**src/rtl/heartbeat_pkg.sv**
```systemverilog
// Shared rate codes and beat-FSM state encoding for the heartbeat pulse generator.
package heartbeat_pkg;

    localparam logic [1:0] HB_SLEEP  = 2'd0;
    localparam logic [1:0] HB_CALM   = 2'd1;
    localparam logic [1:0] HB_NORMAL = 2'd2;
    localparam logic [1:0] HB_RACING = 2'd3;

    typedef enum logic [2:0] {
        IDLE   = 3'd0,
        PULSE  = 3'd1,
        REST   = 3'd2,
        GAP    = 3'd3,
        PULSE2 = 3'd4
    } hb_state_t;

endpackage

```
**src/rtl/tick_prescaler.sv**
```systemverilog
// Free-running divider producing a one-cycle tick every TICK_DIV enabled clocks.
module tick_prescaler #(
    parameter int unsigned TICK_DIV = 100000
) (
    input  logic clk,
    input  logic rst,
    input  logic ena,
    output logic tick
);

    localparam int unsigned     CNT_W = $clog2(TICK_DIV);
    localparam logic [CNT_W-1:0] LAST = CNT_W'(TICK_DIV - 1);

    logic [CNT_W-1:0] r_cnt;

    assign tick = ena && (r_cnt == LAST);

    always_ff @(posedge clk or posedge rst) begin
        if (rst) begin
            r_cnt <= '0;
        end else if (ena) begin
            r_cnt <= (r_cnt == LAST) ? '0 : r_cnt + 1'b1;
        end
    end

endmodule

```
**src/rtl/heartbeat_pulse_gen.sv**
```systemverilog
// Turns a 2-bit heartbeat rate code into a tick-timed LED pulse train.
// Define HEARTBEAT_DOUBLE_EN for a "lub-dub" double pulse in every beat period.
module heartbeat_pulse_gen
    import heartbeat_pkg::*;
#(
    parameter int unsigned TICK_DIV      = 100000,
    parameter int unsigned PULSE_LEN     = 8,
    parameter int unsigned PERIOD_CALM   = 100,
    parameter int unsigned PERIOD_NORMAL = 70,
    parameter int unsigned PERIOD_RACING = 45,
    parameter int unsigned GAP_LEN       = 4
) (
    input  logic       clk,
    input  logic       rst,
    input  logic       ena,
    input  logic [1:0] heartbeat,
    output logic       beat,
    output logic       beat_strobe,
    output logic [1:0] rate_active
);

    localparam logic [7:0] PULSE_END = 8'(PULSE_LEN - 1);
`ifdef HEARTBEAT_DOUBLE_EN
    localparam logic [7:0] GAP_END    = 8'(PULSE_LEN + GAP_LEN - 1);
    localparam logic [7:0] PULSE2_END = 8'(2 * PULSE_LEN + GAP_LEN - 1);
`else
    // Single-pulse build has no gap phase.
    localparam int unsigned unused_gap_len = GAP_LEN;
`endif

    function automatic logic [7:0] period_end(input logic [1:0] rate);
        case (rate)
            HB_CALM:   period_end = 8'(PERIOD_CALM - 1);
            HB_NORMAL: period_end = 8'(PERIOD_NORMAL - 1);
            default:   period_end = 8'(PERIOD_RACING - 1);
        endcase
    endfunction

    hb_state_t  r_state;
    hb_state_t  w_state_nxt;
    logic [7:0] r_phase;
    logic [7:0] w_phase_nxt;
    logic [1:0] r_rate;
    logic [1:0] w_rate_nxt;
    logic [1:0] r_hb_req;
    logic       r_beat;
    logic       r_strobe;
    logic       w_enter_pulse;
    logic       w_beat_nxt;
    logic       w_tick;

    tick_prescaler #(
        .TICK_DIV(TICK_DIV)
    ) u_prescaler (
        .clk (clk),
        .rst (rst),
        .ena (ena),
        .tick(w_tick)
    );

    always_comb begin
        w_state_nxt   = r_state;
        w_phase_nxt   = r_phase;
        w_rate_nxt    = r_rate;
        w_enter_pulse = 1'b0;
        if (w_tick) begin
            case (r_state)
                IDLE: begin
                    if (r_hb_req != HB_SLEEP) begin
                        w_rate_nxt    = r_hb_req;
                        w_phase_nxt   = 8'd0;
                        w_state_nxt   = PULSE;
                        w_enter_pulse = 1'b1;
                    end
                end
                PULSE: begin
                    w_phase_nxt = r_phase + 8'd1;
                    if (r_phase == PULSE_END) begin
`ifdef HEARTBEAT_DOUBLE_EN
                        w_state_nxt = GAP;
`else
                        w_state_nxt = REST;
`endif
                    end
                end
`ifdef HEARTBEAT_DOUBLE_EN
                GAP: begin
                    w_phase_nxt = r_phase + 8'd1;
                    if (r_phase == GAP_END) begin
                        w_state_nxt   = PULSE2;
                        w_enter_pulse = 1'b1;
                    end
                end
                PULSE2: begin
                    w_phase_nxt = r_phase + 8'd1;
                    if (r_phase == PULSE2_END) begin
                        w_state_nxt = REST;
                    end
                end
`endif
                REST: begin
                    // Beat-period boundary: the only place a new rate is adopted.
                    if (r_phase == period_end(r_rate)) begin
                        w_phase_nxt = 8'd0;
                        if (r_hb_req == HB_SLEEP) begin
                            w_rate_nxt  = HB_SLEEP;
                            w_state_nxt = IDLE;
                        end else begin
                            w_rate_nxt    = r_hb_req;
                            w_state_nxt   = PULSE;
                            w_enter_pulse = 1'b1;
                        end
                    end else begin
                        w_phase_nxt = r_phase + 8'd1;
                    end
                end
                default: begin
                    w_state_nxt = IDLE;
                    w_phase_nxt = 8'd0;
                    w_rate_nxt  = HB_SLEEP;
                end
            endcase
        end
    end

    assign w_beat_nxt = (w_state_nxt == PULSE) || (w_state_nxt == PULSE2);

    always_ff @(posedge clk or posedge rst) begin
        if (rst) begin
            r_state  <= IDLE;
            r_phase  <= 8'd0;
            r_rate   <= HB_SLEEP;
            r_hb_req <= HB_SLEEP;
            r_beat   <= 1'b0;
            r_strobe <= 1'b0;
        end else begin
            r_strobe <= w_enter_pulse;
            if (ena) begin
                r_hb_req <= heartbeat;
                r_state  <= w_state_nxt;
                r_phase  <= w_phase_nxt;
                r_rate   <= w_rate_nxt;
                r_beat   <= w_beat_nxt;
            end
        end
    end

    assign beat        = r_beat;
    assign beat_strobe = r_strobe;
    assign rate_active = r_rate;

endmodule

```
**config.mk**
```make
export PLATFORM = sky130hd
export DESIGN_NAME = heartbeat_pulse_gen
export DESIGN_NICKNAME = d
export VERILOG_FILES = /design/src/rtl/heartbeat_pkg.sv /design/src/rtl/tick_prescaler.sv /design/src/rtl/heartbeat_pulse_gen.sv
export SDC_FILE = /design/constraint.sdc
export NUM_CORES = 1
export LEC_CHECK = 0
export ABC_AREA = 1
export CAP_MARGIN = 20
export CORE_AREA = 2 2 48 84
export CTS_BUF_LIST = sky130_fd_sc_hd__clkbuf_4 sky130_fd_sc_hd__clkbuf_8 sky130_fd_sc_hd__clkbuf_16
export CTS_CLUSTER_SIZE = 20
export DETAILED_ROUTE_END_ITERATION = 16
export DIE_AREA = 0 0 50 86
export HOLD_SLACK_MARGIN = 0.02
export PLACE_DENSITY_LB_ADDON = 0.08
export RECOVER_POWER = 25
export SLEW_MARGIN = 20
export SYNTH_ARGS = -nofsm -noshare
export SYNTH_HDL_FRONTEND = slang
export SYNTH_SLANG_ARGS = --single-unit
```
**constraint.sdc**
```tcl
create_clock -name clk -period 2.3 [get_ports clk]
set_clock_uncertainty 0.15 [all_clocks]
set_input_delay 0.345 -clock clk [delete_from_list [all_inputs] [get_ports clk]]
set_output_delay 0.345 -clock clk [all_outputs]
set_load 0.005 [all_outputs]
```
==> impl_metrics.py <==
metrics = {
    "run_status": {
        "status": "complete, no violations",
    },
    "synth": {
        "yosysTopAreaCellShare": 0.403,
        "syn_avg_cell_area_um2": 7.44,
        "netlist_area_um2": 2110,
        "synthTopCellsByArea": "dfrtp_1 (40%), nand2_1 (12%), inv_1 (6.4%)",
        "ys_seq_area_frac": 0.403,
        "synth.yosys.warnings": 0,
        "synthDistinctLibCells": 31,
        "synth_nets": 293,
        "syn_inst": 284,
        "synth_seq_cells": 34,
        "synth_top_area_cell": "dfrtp_1",
    },
    "power_and_ir_drop": {
        "worst_ir_drop_vdd_v": 0.000627,
        "combPwrFrac": 0.184,
        "power.internal_uw": 1070,
        "switching_share": 0.318,
        "powerDensity_nw_per_um2": 669,
        "switchingPower_uw": 500,
        "p_leak_uw": 0.00114,
        "pwr-share-clk": 0.328,
        "p_total_uw": 1570,
        "seq_power_share": 0.488,
    },
    "job": {
        "maxCapViolCount": 0,
    },
    "final_layout": {
        "multi_input_area_um2": 1050,
        "fillers": 345,
        "area_growth_pct": 11.3,
        "final_cell_mix": "nand2_1 (65), inv_1 (36), dfrtp_1 (34), nand3_1 (27), nor2_1 (18)",
        "final_nets": 307,
        "register_area_um2": 851,
        "mostFrequentLayoutCell": "nand2_1",
        "drive_above_1_share": 0.124,
        "diodes": 0,
    },
    "worst_setup_path": {
        "crit_type": "reg -> reg",
        "end_kind": "register",
        "required_ns": 2.37,
        "crit_chain": "inv_1, ha_1, inv_1, nand2_1, nand2_1, nand2_1, nor2_1, nand2_1, nand2_2, nand2_1, nand2_1, nand3_1, nor2_1, nand2_1, nand2_1",
        "startpoint_type": "register",
        "cpMaxStageDelayCell": "dfrtp_1",
        "cp_common_cell": "nand2_1",
        "critPathMaxStageDelay_ns": 0.41,
        "cp_data_arrival_time_ns": 2.02,
        "crit_fanout": 5,
    },
    "cts": {
        "clock_sinks": 34,
        "clk_pin_slew_ns": 0.07,
        "cts_buffers": 5,
        "clk_latency_ns": 0.29,
        "cts_root_buffer": "clkbuf_8",
        "ctsResizeCount": 0,
        "htreeDepth": 2,
        "cts_tree": "built",
        "cts.path.max_buffers": 2,
        "postCtsHoldBufs": 0,
        "cts_setup_buffers": 0,
    },
    "placement": {
        "gp_congestion": 0.908,
        "post-dp-hpwl_um": 3660,
        "io_buffers": 8,
    },
    "floorplanning": {
        "row_count": 29,
        "coreArea_um2": 3590,
        "start_util": 0.588,
        "die_x_um": 50,
        "die-height_um": 86,
        "io_pins": 9,
        "dieArea_um2": 4300,
    },
    "timing": {
        "finalWorstPathRequiredPeriod_ns": 1.95,
        "fin_crit_sh": 0.849,
        "finalSetupViolations": 0,
        "worst_slew_pin_slew_ns": 0.855,
        "timing.setup.tns_ns": 0,
        "slew_violations": 0,
        "slew_headroom": 0.430,
        "fmaxAchievable_ghz": 0.512,
        "holdWs_ns": 0.359,
        "hold_violations": 0,
        "rsz0062_at_grt": "no",
    },
    "routing": {
        "drcViolationCount": 0,
        "vias": 1869,
        "wirelength_um": 4780,
        "viasPerCell": 5.42,
        "ant_nets": 0,
        "wire_per_inst_um": 13.8,
        "drtIter0Drc": 21,
        "drtPass1Iterations": 4,
    },
    "grt": {
        "grtUsageTotal": 0.256,
        "antenna_found_initial": 0,
        "grt_max_degree": 35,
        "grt_overflow": 0,
        "grt_first_pass_wirelength_um": 8190,
        "grt_pass1_vias": 1883,
    },
    "hold_path": {
        "hold_path_class": "reg -> reg",
    },
}
==> registers in the layout (all words and copies together) (netlist names) <==
signal and count:
u_prescaler.r_cnt 17, beat_strobe 1, r_hb_req 2, r_phase 8, beat 1, rate_active 2, r_state 3
==> per-stage QoR <==
stage	area [µm²]	utilization	setup WS, ns	cells
after floorplan	2110	-	0.587	284
after global placement	2240	0.624	0.159	337
after detailed placement	2240	0.624	0.105	337
after CTS	2350	0.655	0.333	345
after global routing	2350	0.654	0.0975	345
final	2350	0.654	0.348	345
==> cell usage after synthesis <==
cell	n
nand2_1	65
inv_1	36
dfrtp_1	34
nand3_1	27
nor2_1	18
nand4_1	12
o21ai_0	12
xor2_1	12
nor3_1	11
inv_2	10
a21oi_1	9
o21ai_1	5
ha_1	4
nand2_2	4
nor2_2	4
clkinv_1	3
a21oi_2	2
buf_4	2
nor4_2	2
a211oi_1	1
a22oi_1	1
buf_6	1
clkbuf_1	1
nand3_2	1
nand3b_1	1
nor2_4	1
nor3_2	1
nor3_4	1
nor3b_1	1
nor4_1	1
o41ai_1	1
==> path summary, 6_finish.rpt <==
check	to	slack, ns	from	depth (start not counted)
min	r_hb_req[0]	0.36	r_hb_req[0]	2
max in group asynchronous	r_phase[7]	0.86	rst	3
max reg2reg	beat	0.35	rate_active[0]	15
min reg2reg	r_hb_req[0]	0.36	r_hb_req[0]	2
max	beat	0.35	rate_active[0]	15
min in group asynchronous	rate_active[1]	0.59	rst	3
==> routing by layer <==
metal | GRT usage | routed length (µm)
met2 | 0.465 | 2670
met5 | 0 | 0
met3 | 0.0383 | 73
met4 | 0.174 | 239
met1 | 0.257 | 1790
==> critical path, delay by kind of cell, from the launching register on <==
family                     cells  cell delay (ns)
and+or+nand+nor               12             0.89
buffers and inverters          2             0.12
DFF                            1             0.41
adders and majority gates      1             0.31
==> cell type report <==
class,count,share of cell area
Multi-Input combinational cell,197,0.446
Inverter,49,0.0783
Tap cell,46,0.0245
Sequential cell,34,0.362
Clock buffer,8,0.0469
Timing Repair Buffer,11,0.0426
==> power groups by stage <==
stage	combinational [µW]	sequential (µW)	clock, µW
finish	290	766	516
global route	328	775	544
detailed placement	290	774	0
floorplan	254	738	0
CTS	291	763	530
global placement	282	773	0
==> cells by family after synthesis <==
group,Yosys count,synth area share
AOI/OAI and AO/OA,31,0.0812
xor gates and xnor gates,12,0.0498
adders and majority gates,4,0.0237
buffers and inverters,53,0.101
DFF,34,0.403
and+or+nand+nor,150,0.341
Note: power is estimated with default switching activity, not from simulation.
